--- src/rtl/store_buffer.sv ---
// store_buffer: posted-write FIFO between the byte-enable stage and data memory.
// Queues word-granular store entries, drains them in order over a req/gnt
// handshake, and stalls the pipeline when full or when a load hits a pending
// entry. Optional feature macro: SBUF_MERGE_EN (merge a store into the
// youngest entry when it targets the same word).
module store_buffer #(
    parameter int DEPTH = 4
) (
    input  logic                       clk,
    input  logic                       reset,
    input  logic                       st_valid,
    input  logic [31:0]                st_addr,
    input  logic [31:0]                st_data,
    input  logic [3:0]                 st_byteen,
    input  logic                       ld_valid,
    input  logic [31:0]                ld_addr,
    output logic                       stall,
    output logic                       m_req,
    output logic [31:0]                m_addr,
    output logic [31:0]                m_wdata,
    output logic [3:0]                 m_byteen,
    input  logic                       m_gnt,
    output logic [$clog2(DEPTH):0]     count
);

    localparam int PW = $clog2(DEPTH);
    localparam int CW = PW + 1;
    localparam logic [CW-1:0] FULL_CNT = CW'(DEPTH);

    // Entry storage. Kept in flops and cleared on reset so the head view
    // reads as zero straight out of reset.
    logic [29:0] addr_mem [DEPTH];
    logic [31:0] data_mem [DEPTH];
    logic [3:0]  be_mem   [DEPTH];

    logic [PW-1:0] head_reg;
    logic [PW-1:0] tail_reg;
    logic [CW-1:0] count_reg;

    logic st_live;
    logic full;
    logic merge;
    logic push;
    logic pop;
    logic hit;
    logic [DEPTH-1:0] hit_vec;

    assign st_live = st_valid & (st_byteen != 4'b0000);
    assign full    = (count_reg == FULL_CNT);

`ifdef SBUF_MERGE_EN
    logic [PW-1:0] tail_last;
    logic [31:0]   merge_data;

    assign tail_last = tail_reg - PW'(1);

    // Merge into the youngest entry unless that entry is the head leaving
    // on this very edge.
    assign merge = st_live & (count_reg != '0) &
                   (addr_mem[tail_last] == st_addr[31:2]) &
                   ~((count_reg == CW'(1)) & m_gnt);

    // Byte-wise overlay of the incoming store onto the youngest entry.
    always_comb begin
        merge_data = data_mem[tail_last];
        for (int b = 0; b < 4; b++) begin
            if (st_byteen[b]) begin
                merge_data[8*b +: 8] = st_data[8*b +: 8];
            end
        end
    end
`else
    assign merge = 1'b0;
`endif

    // A full buffer refuses the store even when the head pops this cycle.
    assign push = st_live & ~full & ~merge;
    assign pop  = m_req & m_gnt;

    // Per-entry load hit against occupied slots only, using pre-edge contents.
    generate
        for (genvar gi = 0; gi < DEPTH; gi++) begin : g_hit
            logic [PW-1:0] offset;
            logic          occupied;
            assign offset      = PW'(gi) - head_reg;
            assign occupied    = ({1'b0, offset} < count_reg);
            assign hit_vec[gi] = occupied & (addr_mem[gi] == ld_addr[31:2]);
        end
    endgenerate

    assign hit   = |hit_vec;
    assign stall = (st_live & full & ~merge) | (ld_valid & hit);

    // Per-entry storage update: allocate at the tail, or overlay on merge.
    generate
        for (genvar gi = 0; gi < DEPTH; gi++) begin : g_entry
            always_ff @(posedge clk) begin
                if (reset) begin
                    addr_mem[gi] <= '0;
                    data_mem[gi] <= '0;
                    be_mem[gi]   <= '0;
                end else if (push && (tail_reg == PW'(gi))) begin
                    addr_mem[gi] <= st_addr[31:2];
                    data_mem[gi] <= st_data;
                    be_mem[gi]   <= st_byteen;
                end
`ifdef SBUF_MERGE_EN
                else if (merge && (tail_last == PW'(gi))) begin
                    data_mem[gi] <= merge_data;
                    be_mem[gi]   <= be_mem[gi] | st_byteen;
                end
`endif
            end
        end
    endgenerate

    // Pointer and occupancy bookkeeping; pointers wrap naturally at DEPTH.
    always_ff @(posedge clk) begin
        if (reset) begin
            head_reg  <= '0;
            tail_reg  <= '0;
            count_reg <= '0;
        end else begin
            if (push) begin
                tail_reg <= tail_reg + PW'(1);
            end
            if (pop) begin
                head_reg <= head_reg + PW'(1);
            end
            if (push && !pop) begin
                count_reg <= count_reg + CW'(1);
            end else if (pop && !push) begin
                count_reg <= count_reg - CW'(1);
            end
        end
    end

    assign m_req    = (count_reg != '0);
    assign m_addr   = {addr_mem[head_reg], 2'b00};
    assign m_wdata  = data_mem[head_reg];
    assign m_byteen = be_mem[head_reg];
    assign count    = count_reg;

    // Byte-offset bits are never used; collected here to keep lint quiet.
    logic unused_bits;
    assign unused_bits = &{1'b0, st_addr[1:0], ld_addr[1:0]};

endmodule

--- config.mk ---
export PLATFORM = sky130hd
export DESIGN_NAME = store_buffer
export DESIGN_NICKNAME = d
export VERILOG_FILES = /design/src/rtl/store_buffer.sv
export SDC_FILE = /design/constraint.sdc
export NUM_CORES = 1
export LEC_CHECK = 0
export ABC_AREA = 1
export CORE_ASPECT_RATIO = 1.4
export CORE_MARGIN = 2
export CORE_UTILIZATION = 55
export CTS_CLUSTER_DIAMETER = 60
export DETAILED_ROUTE_END_ITERATION = 10
export PLACE_DENSITY = 0.85
export SETUP_SLACK_MARGIN = 0.1
export SLEW_MARGIN = 20
export SYNTH_ARGS = -nofsm -noshare
export SYNTH_HDL_FRONTEND = slang
export SYNTH_SLANG_ARGS = --single-unit
--- constraint.sdc ---
create_clock -name clk -period 3.15 [get_ports clk]
set_input_delay 0.315 -clock clk [delete_from_list [all_inputs] [get_ports clk]]
set_output_delay 0.315 -clock clk [all_outputs]
set_load 0.1 [all_outputs]
## Yosys cells after proc, flatten, opt, wreduce, memory -nomap -nowiden

Memories as Yosys holds them, arrays and structs flattened. A register that Yosys moved wholly into a read port is not among the register bits.
Cells that the tools add are included.

- Bits in latches: 0
- Memories: 3
- Bits in read-only memories: 0
- RAM bits: 264
- Bits in registers: 7
- Input bits: 105

Memories:

| name | words | width | rd ports | clocked after Yosys merged registers in | wr ports | RTL line | source |
|---|---|---|---|---|---|---|---|
| data_mem | 4 | 32 | 1 | 1 | 4 | 33 | `logic [31:0] data_mem [DEPTH];` |
| addr_mem | 4 | 30 | 5 | 1 | 4 | 32 | `logic [29:0] addr_mem [DEPTH];` |
| be_mem | 4 | 4 | 1 | 1 | 4 | 34 | `logic [3:0] be_mem [DEPTH];` |

- Divide/modulo/power cells: 0
- Multipliers: 0
- Equality and inequality tests: 8
- Order comparisons: 4
- Reductions and logical operators: 13
- Add/sub/neg operators: 8
- Mux-type cells: 34
- Bitwise logic cells: 23
- Shift-type cells: 0

Operator list:

| operator | number |
|---|---|
| $mux 32 | 4 |
| $eq 30x30->1 | 4 |
| $mux 30 | 4 |
| $mux 4 | 4 |
| $mux 1 | 14 |
| $or 1x1->1 | 13 |
| $lt 2x3->1 | 4 |
| $mux 2 | 6 |
| $and 1x1->1 | 9 |
| $logic_and 1x1->1 | 6 |
| $mux 3 | 2 |
| $add 2x1->2 const B | 2 |
| $eq 2x2->1 const B | 2 |
| $reduce_bool 4->1 | 1 |
| $reduce_or 4->1 | 1 |
| $sub 1x2->2 const A | 2 |
| $sub 2x2->2 const A | 2 |
| $add 3x1->3 const B | 1 |
| $eq 3x3->1 const B | 1 |
| $reduce_bool 3->1 | 1 |
| $sub 3x1->3 const B | 1 |
| $eq 2x1->1 const B | 1 |
| $logic_not 1->1 | 2 |
| $logic_not 2->1 | 1 |
| 2 further kinds | 2 |

## Depth between registers and ports, before layout

- Word-level depth: 8
- Gate-level depth with buffers: 12
- Gate-level depth less buffers: 12

## Worst setup path before layout

No wires, ideal clock.

- Kind: reg2reg
- From: register count_reg[0], in the netlist count[0]
- To: memory addr_mem[3][0], enable pin
- Slack: -296 ps
- Data arrival time: 3,020 ps
- Data required time: 2,724 ps
- Path buffers: 1
- Period minus slack after synthesis: 3,446 ps
- Cell stages (with the launch flop): 6
- Cell sequence: dfxtp_1 -> nor3_2 -> nor2_2 -> buf_6 -> nand2_1 -> nand2_1

RTL lines:

| what | RTL line | source |
|---|---|---|
| start: declaration | 38 | `logic [CW-1:0] count_reg;` |
| start signal: assignment | 131 | `count_reg <= count_reg + CW'(1);` |
| start signal: assignment | 133 | `count_reg <= count_reg - CW'(1);` |
| end: declaration | 32 |  |

## Final worst setup path

- From: register head_reg[0]
- To: output stall

- Cells in the longest elaborated chain, start to end: 6
- Elaborated cells on any way between the ends: 15
- Classes of those cells: 4 x add/sub; 4 x order compare; 6 x bitwise; 1 x reduce/logical

RTL lines:

| what | RTL line | source |
|---|---|---|
| start: declaration | 36 | `logic [PW-1:0] head_reg;` |
| start signal: assignment | 128 | `head_reg <= head_reg + PW'(1);` |
| $sub 1x2->2 or $sub 2x2->2 (tied branches) | 85 | `assign offset = PW'(gi) - head_reg;` |
| $lt 2x3->1 | 86 | `assign occupied = ({1'b0, offset} < count_reg);` |
| $and 1x1->1 | 87 | `assign hit_vec[gi] = occupied & (addr_mem[gi] == ld_addr[31:2]);` |
| $reduce_or 4->1 (*) | 91 | `assign hit = \|hit_vec;` |
| $and 1x1->1 (*) | 92 | `assign stall = (st_live & full & ~merge) \| (ld_valid & hit);` |
| $or 1x1->1 (*) | 92 |  |
| end: declaration | 17 | `output logic stall,` |

Every way passes the cells marked *; elsewhere a longest branch is shown, timed or not.

==> key figures <==
Worst setup path
  • Critical path, cell by cell: xor2_2 -> inv_1 -> ha_1 -> a21oi_1 -> or2_2 -> nand3_1 -> nor2_1 -> nor2_1 -> nand2_1 -> nand2_1 -> nand2_1 -> buf_12
  • R2R cell count: 6
  • Critical path fanouts, max: 4
  • WS Path Type: reg -> out
  • Critical Path RT: 2.83 ns
  • Bufs and invs on worst path: 2
  • CP most frequent cell: nand2_1
  • Worst path top cell family by delay: simple AND/OR/NAND/NOR gates
  • WP data arrival: 2.58 ns
  • Startpoint types: register
  • Critical Path Max Stage Delay: around 0.4 ns
  • CP endpoint kind: primary output
  • Critical Path Stages: 12
  • CP max-delay cell: dfxtp_1

Clock tree
  • CTS tree: yes
  • # H-tree levels: 1
  • Worst-Skew Late Latency: 0.53 ns
  • Total CTS buffers: 25
  • Sink Count: 273
  • Clock Tree Buf Depth: 3
  • Clk root buf: clkbuf_16
  • CTS Hold Bufs: 0
  • Clock transition at path regs: about 0.060 ns

Final layout
  • Post-layout net count: 1799
  • Layout cells sized above 1: 0.120
  • Most frequent cells in the layout: nor2_1, edfxtp_1, nand2_1
  • Largest registers: data_mem (128), addr_mem (120), be_mem (16)
  • Area taken by multi-input logic gates: between 4000 and 5000 µm²
  • Max reg flops: around 130
  • Fin util: 0.695
  • Register name with the most flops: data_mem
  • Commonest non-fill, non-tap cell in the layout: nor2_1
  • FILL cells: 1780
  • Register Area: 8110 µm²
  • Final instance area: 17500 µm²
  • Non-filler cells, final: 2023
  • Area grow syn2layout: 24.8%

Synthesis
  • Largest family of logic cells by synthesized area: simple AND/OR/NAND/NOR gates
  • Yosys warnings: 0
  • Simple-gate portion of the synthesized area: 0.219
  • Post-Synthesis Cells: about 1500
  • Post-Synth Adder-Cell Area: 0.00945
  • Register area share after synthesis: 0.578
  • Post-Synth XOR/XNOR Area: 0.0281
  • Yosys reg bits: 273
  • Yosys cell types: 28
  • Mapped cell area: 14000 µm²
  • Syn Area/Cell: 9.15 µm²
  • Synth Area in Compound Gates: 0.0924
  • Post-synthesis mux area share: 0

Timing
  • Unrepaired setup endpoints after global routing: no
  • Final setup viols: 0
  • Slew @ Worst Pin: 0.965 ns
  • Final Hold Viols: 0
  • Crit path time final: 2.90 ns
  • Crit share post-route: 0.920
  • Setup TNS: 0 ns
  • Fin Hold WS: between 0.4 and 0.5 ns
  • Setup WS post-layout: 0.251 ns
  • Fmax: 0.345 GHz
  • Max Transition Viols Final: 0
  • Relative slew slack: 0.355
  • Worst Skew: between 0.01 and 0.015 ns

Placement
  • Placed cell areas: 16600 µm²
  • GPL Wtd Cong: 0.927
  • Worst slack, placed: 0.537 ns
  • DPL Wire Length: 24.0 mm
  • Placed Cells: 1976
  • PortBufs: 171

Die
  • Total die area: between 20000 and 30000 µm²
  • Core region area: 25200 µm²
  • Initial Util: 0.556
  • Die H: 193 µm
  • Row cnt: 69
  • IO Pins: 178
  • Die X: 139 µm

GRT
  • Initial antenna violation count: 3
  • GRT Util Overall: 0.279
  • Largest net degree at the start of global routing: 67
  • Global-route wire length before repair: just under 60 mm
  • Total congestion overflow: 0
  • Vias in the first global route: 11500

Routing
  • Via count: 11300
  • DR iter-0 viols: around 990
  • Routed Antenna Nets: 0
  • DRC errors left: 0
  • Drt wl/cell: 18.6 µm
  • Vias per cell: between 5 and 6
  • Initial DRT Pass Iterations: 6
  • Detailed-route wire length: between 30 and 40 mm

Outcome
  • Status: finished clean

Worst hold path
  • Worst hold stages: 3
  • Hold crit path type: in -> reg

Pwr
  • Worst VDD drop: between 800 and 900 µV
  • Pwr Density: 963 nW/µm²
  • Final Total Pwr: 16.9 mW
  • Leakage power: 7.32 nW

Run
  • Max capacitance violation total: 0
[routing by layer]
metal  routed length (µm)  track usage
met5                   13            0
met4                 1980        0.153
met3                 3260       0.0442
met2                19200        0.510
met1                13200        0.313
[layout make-up]
| cell class | count | area share |
|---|---|---|
| sequential | 273 | 0.463 |
| multi-input combinational | 1020 | 0.283 |
| timing repair buffer | 198 | 0.146 |
| clock buffer | 26 | 0.0359 |
| inverter | 166 | 0.0357 |
| tap | 319 | 0.0228 |
| clock inverter | 19 | 0.0129 |
| antenna | 2 | 0.000286 |
[cells by family (layout without fill, tap and decap cells)]
logic type | count (synthesis) | after routing
AND/OR/NAND/NOR | 717 | 717
flip-flops | 273 | 273
buffers and inverters | 241 | 409
adder cells (fa/ha/maj) | 10 | 10
AO/OA/AOI/OAI | 246 | 246
other | 1 | 4
XOR/XNOR | 45 | 45
[worst paths after layout]
kind | start | end | slack (ns)
setup / recovery | head_reg[0] | stall | 0.25
hold / removal | st_data[16] | data_mem[3][16] | 0.50
setup reg to reg | count[0] | addr_mem[2][27] | 1.01
hold reg to reg | tail_reg[0] | tail_reg[0] | 0.55
[synthesized netlist by cell type]
| master | instances | share of area |
|---|---|---|
| nor2_1 | 403 | 0.11 |
| edfxtp_1 | 264 | 0.57 |
| nand2_1 | 239 | 0.064 |
| inv_1 | 163 | 0.044 |
| o21ai_0 | 154 | 0.055 |
| o22ai_1 | 52 | 0.023 |
| clkbuf_1 | 44 | 0.012 |
| a21oi_1 | 40 | 0.014 |
| nor2_4 | 40 | 0.032 |
| xnor2_1 | 25 | 0.016 |
| buf_2 | 23 | 0.0082 |
| xor2_1 | 20 | 0.012 |
| nand3_1 | 19 | 0.0068 |
| dfxtp_1 | 9 | 0.013 |
| ha_1 | 9 | 0.0080 |
| or2_2 | 8 | 0.0036 |
| buf_12 | 4 | 0.0057 |
| inv_2 | 3 | 0.00080 |
| nor3_1 | 3 | 0.0011 |
| buf_4 | 2 | 0.0011 |
| buf_6 | 2 | 0.0016 |
| conb_1 | 1 | 0.00027 |
| fa_1 | 1 | 0.0014 |
| nand3_4 | 1 | 0.0012 |
| nand4_1 | 1 | 0.00045 |
| nand4_2 | 1 | 0.00089 |
| nor2_2 | 1 | 0.00045 |
| nor3_2 | 1 | 0.00071 |
[repair_timing]
action                                  in CTS  in global routing
endpoints found under the setup margin       0                  1
gates resized for setup                      0                  2
setup buffers                                0                  0
[power breakdown]
group          leakage [nW]  internal, mW  switching (mW)
Sequential             2.84          4.47           0.219
Clock                 0.414          1.86            1.33
Combinational          4.07          2.60            6.38
[worst register-to-register path: stages (launching register included)]
cell,delay (ns)
dfxtp_1,0.51
nor3_2,0.11
nor2_2,0.14
buf_4,0.22
nand3_2,0.48
buf_12,0.39
nor2_1,0.14
(Power assumes the default switching activity.)
